[src/rtl/proj_pkg.sv]
// Shared types for the projection index generator: FSM state encoding and
// the mode constants used to interpret cfg_mode.
package proj_pkg;

    typedef enum logic [1:0] {
        IDLE = 2'd0,
        RUN  = 2'd1,
        DONE = 2'd2
    } state_t;

    localparam logic MODE_ONESHOT    = 1'b0;
    localparam logic MODE_CONTINUOUS = 1'b1;

endpackage

[src/rtl/proj_stride_acc.sv]
// Registered modulo-2^IDX_W accumulator. load has priority over en; the add
// wraps silently at the register width.
module proj_stride_acc #(
    parameter int IDX_W = 8
) (
    input  logic             clk,
    input  logic             rst_n,
    input  logic             load,
    input  logic [IDX_W-1:0] load_val,
    input  logic             en,
    input  logic [IDX_W-1:0] stride,
    output logic [IDX_W-1:0] acc
);

    // Accumulator register: reload, step by stride, or hold.
    always_ff @(posedge clk) begin
        if (!rst_n) begin
            acc <= '0;
        end else if (load) begin
            acc <= load_val;
        end else if (en) begin
            acc <= acc + stride;
        end
    end

endmodule

[src/rtl/proj_index_gen.sv]
// Strided index sequence generator with valid/ready output handshake.
// One pass emits cfg_len indices base, base+stride, ... (mod 2^IDX_W).
// ONESHOT ends the pass through a DONE cycle; CONTINUOUS restarts at base
// without a bubble. finished_count is a registered pulse one cycle after the
// final transfer of a pass, which in ONESHOT lands exactly on the DONE cycle.
module proj_index_gen
    import proj_pkg::*;
#(
    parameter int IDX_W = 8,
    parameter int LEN_W = IDX_W + 1
) (
    input  logic             clk,
    input  logic             rst_n,
    input  logic             start,
    input  logic [IDX_W-1:0] cfg_base,
    input  logic [IDX_W-1:0] cfg_stride,
    input  logic [LEN_W-1:0] cfg_len,
    input  logic             cfg_mode,
    input  logic             abort,
    input  logic             idx_ready,
    output logic             idx_valid,
    output logic [IDX_W-1:0] index,
    output logic             idx_last,
    output logic             busy,
    output logic             finished_count
);

    state_t             state_q, state_d;
    logic [IDX_W-1:0]   base_q, stride_q;
    logic [LEN_W-1:0]   len_q, count_q;
    logic               mode_q;

    logic               xfer, last_xfer;
    logic               cfg_latch;
    logic               acc_load, acc_en;
    logic [IDX_W-1:0]   acc_load_val;

    // Outputs derive from state so they stay stable across ready stalls.
    assign idx_valid = (state_q == RUN);
    assign busy      = (state_q == RUN);
    assign idx_last  = (state_q == RUN) && (count_q == len_q - LEN_W'(1));
    assign xfer      = idx_valid & idx_ready;
    assign last_xfer = xfer & idx_last;

    // Next-state and accumulator control; abort overrides everything.
    always_comb begin
        state_d      = state_q;
        cfg_latch    = 1'b0;
        acc_load     = 1'b0;
        acc_en       = 1'b0;
        acc_load_val = base_q;
        case (state_q)
            IDLE: begin
                if (start && (cfg_len != '0)) begin
                    state_d      = RUN;
                    cfg_latch    = 1'b1;
                    acc_load     = 1'b1;
                    acc_load_val = cfg_base;
                end
            end
            RUN: begin
                if (xfer) begin
                    if (idx_last) begin
                        if (mode_q == MODE_ONESHOT) begin
                            state_d = DONE;
                        end else begin
                            acc_load = 1'b1;
                        end
                    end else begin
                        acc_en = 1'b1;
                    end
                end
            end
            DONE: begin
                state_d = IDLE;
            end
            default: begin
                state_d = IDLE;
            end
        endcase
        if (abort) begin
            state_d   = IDLE;
            cfg_latch = 1'b0;
            acc_load  = 1'b0;
            acc_en    = 1'b0;
        end
    end

    // State register.
    always_ff @(posedge clk) begin
        if (!rst_n) begin
            state_q <= IDLE;
        end else begin
            state_q <= state_d;
        end
    end

    // Configuration capture on an accepted start; frozen while active.
    always_ff @(posedge clk) begin
        if (!rst_n) begin
            base_q   <= '0;
            stride_q <= '0;
            len_q    <= '0;
            mode_q   <= MODE_ONESHOT;
        end else if (cfg_latch) begin
            base_q   <= cfg_base;
            stride_q <= cfg_stride;
            len_q    <= cfg_len;
            mode_q   <= cfg_mode;
        end
    end

    // Position within the current pass; wraps to 0 after the final index.
    always_ff @(posedge clk) begin
        if (!rst_n) begin
            count_q <= '0;
        end else if (abort || cfg_latch) begin
            count_q <= '0;
        end else if (xfer) begin
            count_q <= idx_last ? '0 : count_q + LEN_W'(1);
        end
    end

    // End-of-pass pulse, suppressed when the pass is aborted.
    always_ff @(posedge clk) begin
        if (!rst_n) begin
            finished_count <= 1'b0;
        end else begin
            finished_count <= last_xfer & ~abort;
        end
    end

    proj_stride_acc #(
        .IDX_W (IDX_W)
    ) u_acc (
        .clk      (clk),
        .rst_n    (rst_n),
        .load     (acc_load),
        .load_val (acc_load_val),
        .en       (acc_en),
        .stride   (stride_q),
        .acc      (index)
    );

endmodule

[config.mk]
export PLATFORM = sky130hd
export DESIGN_NAME = proj_index_gen
export DESIGN_NICKNAME = d
export VERILOG_FILES = /design/src/rtl/proj_pkg.sv /design/src/rtl/proj_stride_acc.sv /design/src/rtl/proj_index_gen.sv
export SDC_FILE = /design/constraint.sdc
export NUM_CORES = 1
export LEC_CHECK = 0
export BUFFER_PORTS_ARGS = -buffer_cell sky130_fd_sc_hd__buf_2
export CORE_UTILIZATION = 40
export DETAILED_ROUTE_END_ITERATION = 7
export HOLD_SLACK_MARGIN = 0.05
export PLACE_DENSITY = 0.56
export SYNTH_ARGS = -nofsm -noshare
export SYNTH_HDL_FRONTEND = slang
export SYNTH_SLANG_ARGS = --single-unit
[constraint.sdc]
create_clock -name clk -period 3.4 [get_ports clk]
set_clock_uncertainty 0.15 [all_clocks]
set_input_delay 0 -clock clk [delete_from_list [all_inputs] [get_ports clk]]
set_output_delay 0 -clock clk [all_outputs]
set_load 0.05 [all_outputs]
## Word-level counts from Yosys, hierarchy flattened

Cells that the tools add are included.

| storage, ports and cells | value |
|---|---|
| word-level logic and storage cells | 53 |
| output and inout port bits | 12 |
| register bits after elaboration | 46 |

| cells by class | value |
|---|---|
| bitwise gates (word level) | 5 |
| equality and inequality tests | 6 |
| $add $sub $neg | 3 |
| reductions and logical operators | 9 |
| mux-type cells | 22 |

Operators with widths:

| cell | count |
|---|---|
| $mux 8 | 4 |
| $mux 1 | 11 |
| $add 9x1->9 const B | 1 |
| $eq 9x9->1 | 1 |
| $mux 9 | 1 |
| $reduce_bool 9->1 | 1 |
| $sub 9x1->9 const B | 1 |
| $add 8x8->8 | 1 |
| $mux 2 | 4 |
| $ne 2x1->1 const B | 2 |
| $ne 2x2->1 const B | 2 |
| $pmux 2 s2 | 1 |
| $reduce_and 4->1 | 1 |
| $reduce_or 2->1 | 2 |
| $and 1x1->1 | 3 |
| $eq 2x1->1 const B | 1 |
| $logic_and 1x1->1 | 2 |
| $logic_not 2->1 | 1 |
| $not 1->1 | 2 |
| $pmux 1 s2 | 1 |
| $reduce_bool 2->1 | 1 |
| $logic_or 1x1->1 | 1 |

## Logic depth before layout (Yosys ltp)

| depth | value |
|---|---|
| depth in word-level cells | 9 |
| gate-level depth with buffers | 10 |
| depth with buffers taken out | 10 |

## Modules after synthesis

From an unflattened synthesis, not the netlist that was laid out.

| second synthesis, totals | value |
|---|---|
| cells, all modules | 330 |
| area total of the unflattened synthesis | 2802.7 µm² |

By module, submodules not included:

| module | times used | cells each | area an instance (µm²) |
|---|---|---|---|
| proj_index_gen | 1 | 239 | 2072.0 |
| proj_stride_acc | 1 | 91 | 730.7 |

## Worst setup path after synthesis

No wires, ideal clock.

| timing | value |
|---|---|
| path kind | register -> register |
| start | register state_q[1] |
| end | register u_acc.acc[6] |
| setup slack | 0.400 ns |
| cell stages (with the launch flop) | 9 |
| buffers on the path | 1 |
| data arrival time | 2.733 ns |
| cell sequence | dfxtp_1 -> nor2b_1 -> and2_1 -> nand2_1 -> or3_1 -> o31a_1 -> buf_6 -> a211o_1 -> a32o_1 |

| on the way | value |
|---|---|
| cells in the longest elaborated chain, start to end | 7 |
| elaborated cells on any way between the ends | 15 |
| classes of those cells | eq/ne (1); mux (10); bitwise (1); reduce/logical (3) |

RTL lines:

| item | line | source |
|---|---|---|
| from (decl) | proj_index_gen.sv:28 | `state_t state_q, state_d;` |
| from (signal assigned) | proj_index_gen.sv:94 | `state_q <= state_d;` |
| $eq 2x1->1 * | - |  |
| via busy | proj_index_gen.sv:24 | `output logic busy,` |
| $logic_and 1x1->1 | proj_index_gen.sv:41 | `assign idx_last = (state_q == RUN) && (count_q == len_q - LEN_W'(1));` |
| $mux 1 | proj_index_gen.sv:63 | `if (idx_last) begin` |
| $mux 1 | proj_index_gen.sv:62 | `if (xfer) begin` |
| $pmux 1 s2 / $mux 1 (equally long branches) | proj_index_gen.sv:52 | `case (state_q)` |
| $mux 1 | proj_index_gen.sv:81 | `if (abort) begin` |
| $mux 8 / $reduce_bool 2->1 (equally long branches) | - |  |
| to (signal assigned) | proj_stride_acc.sv:20 | `acc <= load_val;` |
| to (signal assigned) | proj_stride_acc.sv:22 | `acc <= acc + stride;` |
| to (decl) | proj_stride_acc.sv:12 | `output logic [IDX_W-1:0] acc` |

Mark *: on every way through the listed nets, which the timed path passes. The rest lies on a longest branch.
A chain may end at the register's enable or synchronous reset.

## Final worst setup path

| timing | value |
|---|---|
| start | register len_q[0] |
| end | register u_acc.acc[7] |

| on the way | value |
|---|---|
| cells in the longest elaborated chain, start to end | 8 |
| elaborated cells on any way between the ends | 13 |
| classes of those cells | add/sub (1); eq/ne (1); mux (9); reduce/logical (2) |

RTL lines:

| item | line | source |
|---|---|---|
| from (decl) | proj_index_gen.sv:30 | `logic [LEN_W-1:0] len_q, count_q;` |
| from (signal assigned) | proj_index_gen.sv:108 | `len_q <= cfg_len;` |
| $sub 9x1->9 * | proj_index_gen.sv:41 |  |
| $eq 9x9->1 * | proj_index_gen.sv:41 |  |
| $logic_and 1x1->1 * | proj_index_gen.sv:41 |  |
| $mux 1 | proj_index_gen.sv:63 |  |
| $mux 1 | proj_index_gen.sv:62 |  |
| $pmux 1 s2 / $mux 1 (equally long branches) | proj_index_gen.sv:52 |  |
| $mux 1 | proj_index_gen.sv:81 |  |
| $mux 8 / $reduce_bool 2->1 (equally long branches) | - |  |

Every way passes the cells marked *; elsewhere a longest branch is shown, timed or not.

==> summary.txt <==
Floorplan
  – Std-Cell Rows: 28
  – Die area: 6576 sq um
  – Die Height: 81.10 um
  – Initial Util: 0.4177
  – Die Wd: 81.10 um
  – Core box area: 5991 sq um
  – IO Pins: 43

Timing
  – Unrepaired setup endpoints after global routing: false
  – Hold Slack: 0.08529 ns
  – Fin crit share: 0.9189
  – Worst Tran Pin Value: 0.8876 ns
  – Max Slew Vio Count: 0
  – Slew headroom: 0.4061
  – Final WS setup: 0.2758 ns
  – Final setup TNS: 0 ns
  – Tmin final: 3.124 ns
  – Setup-failing EPs final: 0
  – Fmax: 320.1 MHz
  – Final hold violations: 0

Route
  – Final WL: 6244 um
  – Remaining DRCs: 0
  – First-pass iteration count of the detailed router: 4
  – Vias per cell: 5.109
  – Via count: 2,350
  – Routed Antenna Nets: 0
  – First DRT Iteration DRCs: 156
  – Wire length per cell: 13.57 um

Synthesis
  – Syn_area_per_cell: 8.125 sq um
  – Largest family of logic cells by synthesized area: simple AND/OR/NAND/NOR gates
  – Ys Warns: 0
  – Xor/xnor share of the synthesized area: 0.07000
  – Synth Instances: 308
  – Main synth FF type: dfxtp_1
  – Post-synth EDFFs: 0
  – Compound-Gate Fraction of Synth Area: 0.1595
  – Mux cell area share after synthesis: 0.05750
  – Unique masters post-synth: 54
  – Fraction of registers with async set/reset: 0
  – Yosys reg bits: 46
  – Sequential share of the synthesized area: 0.3680
  – Post-Synth Simple-Gate Area: 0.2510
  – Syn nets: 349
  – Mapped cell area: 2502 sq um
  – Synth Area in Adders: 0.05300

Global route
  – Total grt overflow: 0
  – GRT Total Usage: 0.2066
  – Antenna violations before repair: 0
  – Global-route wire length before repair: 10,230 um
  – Vias in the first global route: 2,250
  – Largest net degree at the start of global routing: 29

Finish
  – Layout Nets: 427
  – Area Growth Syn to Fin: 29.55%
  – Diode count: 0
  – Non-Filler Instances: 460
  – Commonest non-fill, non-tap cell in the layout: nand2_1
  – Share of cells above drive strength 1: 0.1584
  – Final instance area: 3242 sq um
  – Final Core Density: 0.5411
  – Commonest non-fill, non-tap cells in the layout: nand2_1 (66), dfxtp_1 (46), buf_2 (42)

Clock network
  – CTS tree: yes
  – H-tree levels: 2
  – Worst-skew pair later-pin latency: 0.29 ns
  – Setup Buffers After CTS: 0
  – CTS Sinks: 46
  – Clock slew at reported path FFs: 0.08 ns
  – CTS Buf Count: 5
  – Clock root cell: clkbuf_8
  – CTS max path bufs: 2

Placed design
  – Cells after DPL: 415
  – Routability congestion estimate: 0.7886
  – Port bufs: 42
  – Place WS: 0.3380 ns
  – Placed Area: 2769 sq um
  – Detail Placement HPWL: 4334 um

Critical path
  – Critical-path cell list: inv_1 > ha_1 > nor2b_1 > a2111o_1 > o2111ai_1 > o221ai_1 > o31a_1 > or4b_2 > a31oi_1
  – CP max FO: 11
  – CP max stage cell: or4b_2
  – Crit end category: register
  – Worst path required time: 3.47 ns
  – Max stage delay on crit path: 0.63 ns
  – Critical path type: register to register
  – Worst Setup Start Kind: register
  – WP data arrival: 3.20 ns

Power and ir drop
  – Worst IR Drop VDD: 0.0002364 V
  – Power density cells: 343.8 nW/um^2
  – Final Power: 1.114 mW
  – Leakage: 1.281 nW

Outcome
  – Status: complete, no violations

Flow run
  – Max Cap Violations: 0

Hold path
  – Hold Path Class: primary input to register
## state kept, by name (all words and copies together) (netlist names)
register        count
u_acc.acc           8
state_q             2
len_q               9
mode_q              1
count_q             9
finished_count      1
base_q              8
stride_q            8
## worst paths after layout
path	startpoint	to	slack, ns	depth (start not counted)
max	len_q[0]$_SDFFE_PN0P_	u_acc.acc[7]$_SDFFE_PN0P_	0.28	9
min	abort	count_q[1]$_SDFFE_PP0P_	0.09	4
max reg2reg	len_q[0]$_SDFFE_PN0P_	u_acc.acc[7]$_SDFFE_PN0P_	0.28	9
min reg2reg	base_q[4]$_SDFFE_PN0P_	base_q[4]$_SDFFE_PN0P_	0.31	2
## per-layer routing
layer,part of all wire,global-route usage,wire (um),vias up
met5,0,0,0,-
met4,0.0078,0.05536,49,0
met3,0.044,0.04157,272,5
met2,0.44,0.3319,2721,52
met1,0.51,0.2799,3200,1069
li1,-,-,-,1224
## cells in the mapped netlist (2+ instances only)
library cell,count,area (sq um)
nor2_1,19,71.32
or3_1,2,12.51
a2111o_1,2,22.52
o21ai_0,3,15.01
o21bai_1,2,15.01
dfxtp_1,46,920.9
xor2_1,9,78.83
xnor2_1,11,96.34
nand4_1,7,43.79
mux2i_1,11,110.1
nor4_1,4,25.02
and2_1,3,18.77
a21oi_1,32,160.2
nand3_1,4,20.02
nand2_1,66,247.7
nand2b_1,3,18.77
o21a_1,2,15.01
nor2b_1,4,25.02
nor3b_1,2,15.01
a22o_1,6,52.55
ha_1,9,112.6
or2_2,4,25.02
nor3_1,8,40.04
inv_1,11,41.29
clkbuf_1,8,30.03
mux2_2,2,22.52
## final cells by class
cell class,instances,area [sq um]
sequential,46,920.9
inverter,12,45.04
timing repair buffer,83,615.6
clock buffer,6,82.58
multi-input combinational,238,1484
fill,585,2749
tap,75,93.84
## kinds of logic (layout without fill, tap and decap cells)
family                   after synthesis  after routing
AND/OR/NAND/NOR                      133            133
AO/OA/AOI/OAI                         61             61
flip-flops                            46             46
buffers and inverters                 24            101
XOR/XNOR                              20             20
multiplexers                          14             14
adder cells (fa/ha/maj)               10             10
## power breakdown
group	internal, mW	total, mW	switching (mW)
Sequential	0.558	0.575	0.0177
Combinational	0.0996	0.213	0.114
Clock	0.157	0.326	0.169
Total	0.814	1.11	0.300
## what timing repair did
action / in CTS / in global routing
endpoints found under the hold margin: 39 / 0
hold buffers: 39 / 0
gates resized for setup: 0 / 0
## worst max-delay path: cells and delay by family, from the launching register on
family          cells  cell delay, ns
flops               1            0.36
buf+inv             1            0.08
compound gates      5            1.28
fa+ha+maj           1            0.24
simple gates        2            0.95
Note: power is estimated with default switching activity, not from simulation.
